--- src/rtl/tt_rts_rtr_pkg.sv ---
// Shared constants and width helpers for the RTS/RTR elastic buffer family.
package tt_rts_rtr_pkg;

    localparam int unsigned RTR_MODE_PASS = 0;
    localparam int unsigned RTR_MODE_REG  = 1;

    function automatic int unsigned cnt_w(input int unsigned depth);
        return $clog2(depth + 1);
    endfunction

    // Pointer width; a single-entry buffer still carries a 1-bit pointer.
    function automatic int unsigned ptr_w(input int unsigned depth);
        return (depth > 1) ? $clog2(depth) : 1;
    endfunction

endpackage

--- src/rtl/tt_rts_rtr_fifo_ptr.sv ---
// Read/write pointer and occupancy controller for the elastic buffer.
module tt_rts_rtr_fifo_ptr
    import tt_rts_rtr_pkg::*;
#(
    parameter  int unsigned DEPTH = 2,
    localparam int unsigned PW    = ptr_w(DEPTH),
    localparam int unsigned CW    = cnt_w(DEPTH)
) (
    input  logic          i_clk,
    input  logic          i_reset_n,
    input  logic          i_push,
    input  logic          i_pop,
    input  logic          i_flush,
    output logic [PW-1:0] o_wr_ptr,
    output logic [PW-1:0] o_rd_ptr,
    output logic [CW-1:0] o_count,
    output logic          o_full,
    output logic          o_empty
);

    logic [PW-1:0] wr_ptr_q, wr_ptr_d;
    logic [PW-1:0] rd_ptr_q, rd_ptr_d;
    logic [CW-1:0] count_q, count_d;
    logic          full_q, empty_q;

    // Wrap by explicit compare so non-power-of-two depths work.
    function automatic logic [PW-1:0] ptr_inc(input logic [PW-1:0] p);
        return (p == PW'(DEPTH - 1)) ? '0 : p + PW'(1);
    endfunction

    always_comb begin
        wr_ptr_d = wr_ptr_q;
        rd_ptr_d = rd_ptr_q;
        count_d  = count_q;
        if (i_flush) begin
            wr_ptr_d = '0;
            rd_ptr_d = '0;
            count_d  = '0;
        end else begin
            if (i_push) wr_ptr_d = ptr_inc(wr_ptr_q);
            if (i_pop)  rd_ptr_d = ptr_inc(rd_ptr_q);
            unique case ({i_push, i_pop})
                2'b10:   count_d = count_q + CW'(1);
                2'b01:   count_d = count_q - CW'(1);
                default: count_d = count_q;
            endcase
        end
    end

    always_ff @(posedge i_clk or negedge i_reset_n) begin
        if (!i_reset_n) begin
            wr_ptr_q <= '0;
            rd_ptr_q <= '0;
            count_q  <= '0;
            full_q   <= 1'b0;
            empty_q  <= 1'b1;
        end else begin
            wr_ptr_q <= wr_ptr_d;
            rd_ptr_q <= rd_ptr_d;
            count_q  <= count_d;
            full_q   <= (count_d == CW'(DEPTH));
            empty_q  <= (count_d == '0);
        end
    end

    assign o_wr_ptr = wr_ptr_q;
    assign o_rd_ptr = rd_ptr_q;
    assign o_count  = count_q;
    assign o_full   = full_q;
    assign o_empty  = empty_q;

endmodule

--- src/rtl/tt_rts_rtr_elastic_fifo.sv ---
// DEPTH-entry elastic buffer on an RTS/RTR channel with flush and selectable
// pass-through or registered upstream ready.
module tt_rts_rtr_elastic_fifo
    import tt_rts_rtr_pkg::*;
#(
    parameter  int unsigned WIDTH         = 1,
    parameter  int unsigned DEPTH         = 2,
    parameter  int unsigned RTR_MODE      = RTR_MODE_PASS,
    parameter  int unsigned NORTS_DROPPED = 0,
    localparam int unsigned PW            = ptr_w(DEPTH),
    localparam int unsigned CW            = cnt_w(DEPTH)
) (
    input  logic             i_clk,
    input  logic             i_reset_n,
    input  logic             i_flush,
    input  logic             i_rts,
    output logic             o_rtr,
    input  logic [WIDTH-1:0] i_data,
    output logic             o_rts,
    input  logic             i_rtr,
    output logic [WIDTH-1:0] o_data,
    output logic [CW-1:0]    o_count,
    output logic             o_full,
    output logic             o_empty
);

    logic             push;
    logic             pop;
    logic [PW-1:0]    wr_ptr;
    logic [PW-1:0]    rd_ptr;
    logic [WIDTH-1:0] mem [DEPTH];

    assign push  = i_rts && o_rtr;
    assign pop   = o_rts && i_rtr;
    assign o_rts = !o_empty;

    // Registered mode trades half throughput at DEPTH=1 for no i_rtr->o_rtr path.
    if (RTR_MODE == RTR_MODE_REG) begin : g_rtr_reg
        assign o_rtr = !i_flush && !o_full;
    end else begin : g_rtr_pass
        assign o_rtr = !i_flush && (!o_full || i_rtr);
    end

    tt_rts_rtr_fifo_ptr #(
        .DEPTH (DEPTH)
    ) u_ptr (
        .i_clk     (i_clk),
        .i_reset_n (i_reset_n),
        .i_push    (push),
        .i_pop     (pop),
        .i_flush   (i_flush),
        .o_wr_ptr  (wr_ptr),
        .o_rd_ptr  (rd_ptr),
        .o_count   (o_count),
        .o_full    (o_full),
        .o_empty   (o_empty)
    );

    // Storage is cleared on reset so o_data reads zero out of reset.
    always_ff @(posedge i_clk or negedge i_reset_n) begin
        if (!i_reset_n) begin
            for (int unsigned i = 0; i < DEPTH; i++) begin
                mem[i] <= '0;
            end
        end else if (push) begin
            for (int unsigned i = 0; i < DEPTH; i++) begin
                if (wr_ptr == PW'(i)) mem[i] <= i_data;
            end
        end
    end

    always_comb begin
        o_data = '0;
        for (int unsigned i = 0; i < DEPTH; i++) begin
            if (rd_ptr == PW'(i)) o_data = mem[i];
        end
    end

`ifdef SIM
    logic             pend_q;
    logic [WIDTH-1:0] pend_data_q;

    always_ff @(posedge i_clk or negedge i_reset_n) begin
        if (!i_reset_n) begin
            pend_q      <= 1'b0;
            pend_data_q <= '0;
        end else begin
            pend_q      <= i_rts && !o_rtr;
            pend_data_q <= i_data;
        end
    end

    always @(posedge i_clk) begin
        if (i_reset_n) begin
            if (pend_q && i_rts) assert (i_data == pend_data_q)
                else $error("data changed while request pending");
            assert (!(push && o_full && !pop)) else $error("push into full buffer");
            assert (!(pop && o_empty)) else $error("pop from empty buffer");
        end
    end
`endif

    if (NORTS_DROPPED == 0) begin : g_rts_drop_chk
`ifdef SIM
        always @(posedge i_clk) begin
            if (i_reset_n && pend_q) assert (i_rts) else $error("rts dropped without rtr");
        end
`endif
    end

endmodule

--- config.mk ---
export PLATFORM = sky130hd
export DESIGN_NAME = tt_rts_rtr_elastic_fifo
export DESIGN_NICKNAME = d
export VERILOG_FILES = /design/src/rtl/tt_rts_rtr_pkg.sv /design/src/rtl/tt_rts_rtr_fifo_ptr.sv /design/src/rtl/tt_rts_rtr_elastic_fifo.sv
export SDC_FILE = /design/constraint.sdc
export NUM_CORES = 1
export LEC_CHECK = 0
export BUFFER_PORTS_ARGS = -buffer_cell sky130_fd_sc_hd__clkbuf_2
export CORE_AREA = 2 2 39 41
export CTS_CLUSTER_DIAMETER = 200
export DETAILED_ROUTE_END_ITERATION = 8
export DIE_AREA = 0 0 41 43
export GPL_ROUTABILITY_DRIVEN = 0
export MAX_ROUTING_LAYER = met4
export PLACE_DENSITY = 0.53
export SLEW_MARGIN = 5
export SYNTH_ARGS = -nofsm -noshare
export SYNTH_HDL_FRONTEND = slang
export SYNTH_SLANG_ARGS = --single-unit
export TNS_END_PERCENT = 20
--- constraint.sdc ---
create_clock -name i_clk -period 4.5 [get_ports i_clk]
set_clock_uncertainty 0.1 [all_clocks]
set_input_delay 0.9 -clock i_clk [delete_from_list [all_inputs] [get_ports i_clk]]
set_output_delay 0.9 -clock i_clk [all_outputs]
set_load 0.01 [all_outputs]
## Word level (Yosys, flattened, before mapping)

Cells that the tools add are included.

- Input bits: 6
- Output and inout port bits: 7
- Bits in latches: 0
- Memories kept: 0
- Word-level logic and storage cells: 36
- Memory bits (writable): 0
- ROM bits: 0
- Bits in registers: 8

- Shifts and indexed selects: 0
- Add/subtract/negate cells: 4
- Bitwise logic cells: 1
- $mul: 0
- Reduce and logical (&&, ||, !) cells: 12
- Div/mod/pow operators: 0
- Mux-type cells: 9
- Equality and inequality tests: 3
- Order comparisons: 0

Operator list:

| operator | count |
|---|---|
| 1-bit 2-to-1 mux | 7 |
| 2-bit == test, second input constant | 2 |
| 2-bit case mux with 2 select lines | 1 |
| 2-bit AND reduction | 2 |
| 2-bit nonzero test | 2 |
| 1-bit logical AND | 3 |
| 1-bit zero test | 3 |
| 1-bit adder, second input constant | 2 |
| 2-bit by 1-bit adder with 2-bit output, second input constant | 1 |
| 2-bit by 1-bit == test with 1-bit output, second input constant | 1 |
| 2-bit zero test | 1 |
| 2-bit 2-to-1 mux | 1 |
| 2-bit by 1-bit subtractor with 2-bit output, second input constant | 1 |
| 1-bit logical OR | 1 |
| 1-bit inverter | 1 |

## Logic depth before layout (Yosys ltp)

Gate-level depths: netlist (run 1).

- Word-level depth: 8
- Gate-level depth with buffers: 6
- Depth with buffers taken out: 6

## By module

From an unflattened synthesis (run 1), not the netlist that was laid out.

- Cells, all modules: 38
- Area total of the unflattened synthesis: 447.9 um^2

Modules (own cells, without submodules):

| module | cells each | times used | sequential area each (um^2) | area each (um^2) |
|---|---|---|---|---|
| tt_rts_rtr_fifo_ptr | 26 | 1 | 151.4 | 290.3 |
| tt_rts_rtr_elastic_fifo | 12 | 1 | 50.0 | 157.7 |

## Worst setup path before layout (run 1)

OpenSTA, ideal clock, no wires.

- Path type: input -> output
- From: in i_rtr
- To: out o_rtr
- Arrival: 1.250 ns
- Path buffers: 0
- Setup slack: 2.250 ns
- Required time: 3.500 ns
- Cell stages on the path: 2
- Cells stage by stage: nand2b_1 nor2b_1

- Word-level cells in the longest chain between the ends: 2

RTL lines:

| item | RTL line | RTL |
|---|---|---|
| start, declared | tt_rts_rtr_elastic_fifo.sv:20 | `input logic i_rtr,` |
| 1-bit logical OR | tt_rts_rtr_elastic_fifo.sv:41 | `assign o_rtr = !i_flush && (!o_full \|\| i_rtr);` |
| 1-bit logical AND | tt_rts_rtr_elastic_fifo.sv:41 |  |
| end, declared | tt_rts_rtr_elastic_fifo.sv:17 | `output logic o_rtr,` |

Every way passes these cells.

## Worst setup path after layout (run 1)

Same ends and word-level chain as after synthesis.

==> results.yml, run 1 <==
route:
  drc: 0
  vias_per_cell: 4.50
  drt_wl_total_um: 693
  vias: 315
  dr.pass1.iters: 1
  detail-route-antenna-nets: 0
  drt-initial-drc-count: 0
  wl_per_cell_um: 9.90
worst_setup_path:
  cp_max_fo: 4
  cp_data_arrival_time_ps: 1430
  cp-end-kind: "primary output"
  required_ps: 3500
  path_class: "input pin to primary output"
  crit_path_start_kind: "input pin"
floorplanning:
  dieArea_um2: 1760
  core_um2: 1380
  die-height_um: 43
  die_w_um: 41
  initial_core_util_pct: 29.6
  rows: 14
  ios: 13
finish:
  fin_util_pct: 37.3
  antenna_cells: 0
  fin_area_um2: 515
  area_growth_pct: 26.0
  nNetsFinal: 62
  final_common_cell: "clkbuf_2"
  final_cell_mix: "clkbuf_2, dfrtp_1"
  drive_gt1_share_pct: 37.0
run:
  maxCapViolations: 0
sta:
  setup_violations: 0
  post-route-min-period_ps: 2430
  timing.slew.headroom_pct: 86.8
  fmax_mhz: 411
  setup_ws_ps: 2070
  final.setup.tns_ps: 0
  worst_slew_pin_slew_ps: 198
  grt_setup_unrepaired: "false"
  finalHoldViolations: 0
  timing.final.crit_share_pct: 54.0
  slew_violations: 0
pwr:
  power.internal_w: 0.000144
  clkPwrFrac_pct: 28.7
  seqPwrFrac_pct: 46.8
  power_frac_comb_pct: 24.5
  switching_power_w: 0.0000542
  p_leak_nw: 0.240
  finalPower_w: 0.000198
  p_sw_share_pct: 27.3
  ir_drop_mv: 0.107
  power.density_nw_per_um2: 385
clock_network:
  clkTransAtPathRegs_ps: 60
  cts_setup_buffers: 0
  cts_resized: 0
  cts_hold_buf: 0
  max-clock-path-buffers: 2
  clock_latency_ps: 250
  htree_levels: 1
  cts.sinks: 8
  tritoncts: "built"
  cts_buffers: 3
  clockRootBuffer: "clkbuf_4"
placement:
  dp_hpwl_um: 557
  pre_cts_ws_ps: 2060
  io_buffers: 12
  placedInstanceArea_um2: 489
worst_hold_path:
  hold_class: "input pin to async pin"
grt:
  grt.total_usage_pct: 10.5
  use_met1_pct: 14.0
  grt_use_met2_pct: 13.8
  grt_pass1_wl_um: 1190
  grt_use_met3_pct: 3.14
  top_usage_layer: "met1"
  overflow: 0
  grt_max_degree: 9
  grt_pass1_vias: 279
  antenna_found_initial: 0
status:
  status: "completed"
logic_synthesis:
  yosysWarnings: 0
  synth.distinct_cells: 21
  synthCells: 38
  synth_seq_cells: 8
  synth_area_um2: 409
  seq_area_frac_synth_pct: 49.2
  syn_avg_cell_area_um2: 10.8
  synthesis.nets: 45
[power groups by stage]
stage / registers, W / logic [W] / clock network, W
floorplan: 0.0000944 / 0.0000311 / 0
finish: 0.0000929 / 0.0000486 / 0.0000570
detailed placement: 0.0000940 / 0.0000493 / 0
global route: 0.0000949 / 0.0000557 / 0.0000665
CTS: 0.0000929 / 0.0000498 / 0.0000614
global placement: 0.0000939 / 0.0000488 / 0
[path summary, 6_finish.rpt]
check / startpoint / to / slack, ps / cells after the start
worst min register to register: mem[1] / mem[1] / 400 / 1
worst max-delay path: i_rtr / o_rtr / 2070 / 4
worst min-delay path: i_reset_n / u_ptr.o_wr_ptr / 380 / 1
max in group asynchronous: i_reset_n / u_ptr.o_empty / 3670 / 1
min in group i_clk: mem[1] / mem[1] / 400 / 1
worst max register to register: u_ptr.o_empty / u_ptr.o_count[1] / 2870 / 4
[final cells by class]
type,count,area (µm²)
sequential,8,201
clock buffer,4,26.3
fill,149,868
timing repair buffer,12,60.1
inverter,2,7.51
tap,16,20.0
multi-input combinational,28,200
[state kept, by name, indices dropped and copies added (netlist names)]
name	flops
mem	2
u_ptr.o_rd_ptr	1
u_ptr.o_wr_ptr	1
u_ptr.o_count	2
u_ptr.o_full	1
u_ptr.o_empty	1
[routing by layer]
layer	up-vias	part of all wire, %
met4	0	0
met5	-	0
met1	143	46
met2	10	46
li1	162	-
met3	0	8.2
[critical path, stage by stage]
cell	delay, ps
clkbuf_2	80
nand2b_1	180
nor2b_1	140
clkbuf_2	120
[per-stage QoR]
stage	std cells	hold slack (ps)
floorplan	38	359
CTS	70	374
detailed placement	66	390
global placement	66	385
global route	70	380
finish	70	381
[logic make-up (layout without fill, tap and decap cells)]
logic type      after synthesis  after routing  share of synthesized area [%]
fa+ha+maj                     1              1                           3.06
xor+xnor                      3              3                           6.42
compound gates                5              5                           6.73
flops                         8              8                           49.2
buf+inv                       2             18                           1.84
simple gates                 15             15                           22.0
mux                           4              4                           10.7
[Yosys cell counts, drive strengths merged]
cell    count  area share [%]
nand2       1            0.92
dfrtp       7              43
inv         2             1.8
xnor2       3             6.4
nand3b      1             1.8
ha          1             3.1
nand3       1             1.2
or3         1             1.5
mux2i       1             2.4
a22oi       1             1.8
a21oi       2             2.4
and2b       1             1.8
nor3        1             1.2
dfstp       1             6.4
o21ai       2             2.4
nor2        2             1.8
nor2b       4             6.7
mux2        3             8.3
nand2b      2             3.1
or2b        1             1.8
(Power assumes the default switching activity.)
==> run 2: changes to the inputs <==
- PLACE_DENSITY: 0.53 -> 0.55
- clock period: 4.5 -> 2.05 ns (I/O delays scaled with it)
==> run 2 against run 1 <==
Net effect: total power up 120%; first-iteration DRC count up 6; hold slack worse by 60 ps; final cell count up 2.9%; clock power up 120%; via count up 7.6%; largest cell class unchanged; largest power group unchanged.
==> results.yml, run 2 (synthesis results as in run 1) <==
status:
  status: "completed"
placement:
  pre_cts_ws_ps: 266
  io_buffers: 12
sta:
  final.setup.tns_ps: 0
  setup_violations: 0
  slew_violations: 0
  grt_setup_unrepaired: "false"
  fmax_mhz: 608
  timing.final.crit_share_pct: 80.2
  worst_slew_pin_slew_ps: 246
  finalHoldViolations: 0
  post-route-min-period_ps: 1640
  timing.slew.headroom_pct: 83.6
  setup_ws_ps: 405
pwr:
  clkPwrFrac_pct: 28.6
  p_sw_share_pct: 28.0
  power.density_nw_per_um2: 831
  seqPwrFrac_pct: 46.1
  ir_drop_mv: 0.381
  finalPower_w: 0.000443
  power_frac_comb_pct: 25.3
  power.internal_w: 0.000319
  switching_power_w: 0.000124
  p_leak_nw: 0.249
worst_setup_path:
  crit_path_top_delay_cell: "dfstp_2"
  cp-end-kind: "flop"
  cp-startpoint: "u_ptr.o_empty"
  crit_chain: "nor2b_1, ha_1, and2b_1, a22oi_1, nor2_1"
  cp_max_fo: 5
  required_ps: 2080
  cpPeakStageDelay_ps: 540
  cp_data_arrival_time_ps: 1670
  path_class: "flop to flop"
  r2r_start: "u_ptr.o_empty"
  crit_path_start_kind: "flop"
  reg2reg_depth: 5
floorplanning:
  core_um2: 1380
  ios: 13
  die_w_um: 41
  rows: 14
  dieArea_um2: 1760
  die-height_um: 43
  initial_core_util_pct: 29.6
clock_network:
  clkTransAtPathRegs_ps: 50
  clock_latency_ps: 250
  clockRootBuffer: "clkbuf_4"
  tritoncts: "built"
  cts.sinks: 8
  max-clock-path-buffers: 2
  htree_levels: 1
  cts_buffers: 3
  cts_setup_buffers: 0
grt:
  overflow: 0
  grt.total_usage_pct: 11.6
  grt_pass1_vias: 307
  antenna_found_initial: 0
  grt_max_degree: 9
  grt_pass1_wl_um: 1290
run:
  maxCapViolations: 0
route:
  drt_wl_total_um: 814
  wl_per_cell_um: 11.3
  drc: 0
  dr.pass1.iters: 3
  detail-route-antenna-nets: 0
  drt-initial-drc-count: 6
  vias_per_cell: 4.71
  vias: 339
finish:
  fin_util_pct: 38.5
  area_growth_pct: 30.3
  final_common_cell: "clkbuf_2"
  antenna_cells: 0
  final_cell_mix: "clkbuf_2, dfrtp_1"
  drive_gt1_share_pct: 37.5
  fillers: 148
  nNetsFinal: 64
worst_hold_path:
  hold_class: "input pin to flop"
  holdCritStartpoint: "i_data"
  hold_path_depth: 2
==> run 2: cell count changes in the layout (fill, tap and decap cells not counted) <==
cell,delta
buf_4,+1
dlygate4sd3_1,+1
==> run 2: cell type report <==
cell class	instances	area (µm²)	area share, %
Sequential cell	8	201	37.8
Multi-Input combinational cell	28	200	37.6
Timing Repair Buffer	14	77.6	14.6
Clock buffer	4	26.3	4.93
Tap cell	16	20.0	3.76
Inverter	2	7.51	1.41
==> run 2: critical path, delay by kind of cell, from the launching register on <==
| family | cells | cell delay (ps) |
|---|---|---|
| adders and majority gates | 1 | 350 |
| DFF | 1 | 540 |
| AOI/OAI and AO/OA | 1 | 190 |
| and+or+nand+nor | 3 | 360 |
==> run 2: stage by stage <==
stage	hold WS (ps)	cells	instance area, µm²
6_report	321	72	533
5_1_grt	312	72	533
4_1_cts	317	72	533
3_5_place_dp	174	67	497
3_3_place_gp	171	67	497
2_1_floorplan	14.4	38	409
==> run 2: power by group through the flow <==
stage	logic [W]	registers, W	clock network, W
finish	0.000112	0.000204	0.000127
global route	0.000125	0.000209	0.000149
CTS	0.000114	0.000204	0.000132
detailed placement	0.000112	0.000207	0
global placement	0.000110	0.000206	0
floorplan	0.0000683	0.000207	0
==> run 2: metal layers <==
layer	share of wire, %	global-route usage [%]	wire [µm]
met1	42	12.5	345
met2	50	17.5	408
met3	5.9	4.71	48
met4	1.4	6.00	11
met5	0	-	0
==> run 2: path summary, 6_finish.rpt <==
check / endpoint / slack (ps)
setup / recovery: u_ptr.o_full / 410
hold / removal: mem[1] / 320
setup reg to reg: u_ptr.o_full / 410
hold reg to reg: mem[0] / 400
max in group asynchronous: u_ptr.o_empty / 1140
min in group asynchronous: u_ptr.o_wr_ptr / 440
==> run 2: what timing repair did <==
action	in CTS	in global routing
hold endpoints to repair	7	0
resized for setup	0	0
hold buffers	1	0
setup endpoints to repair	0	0
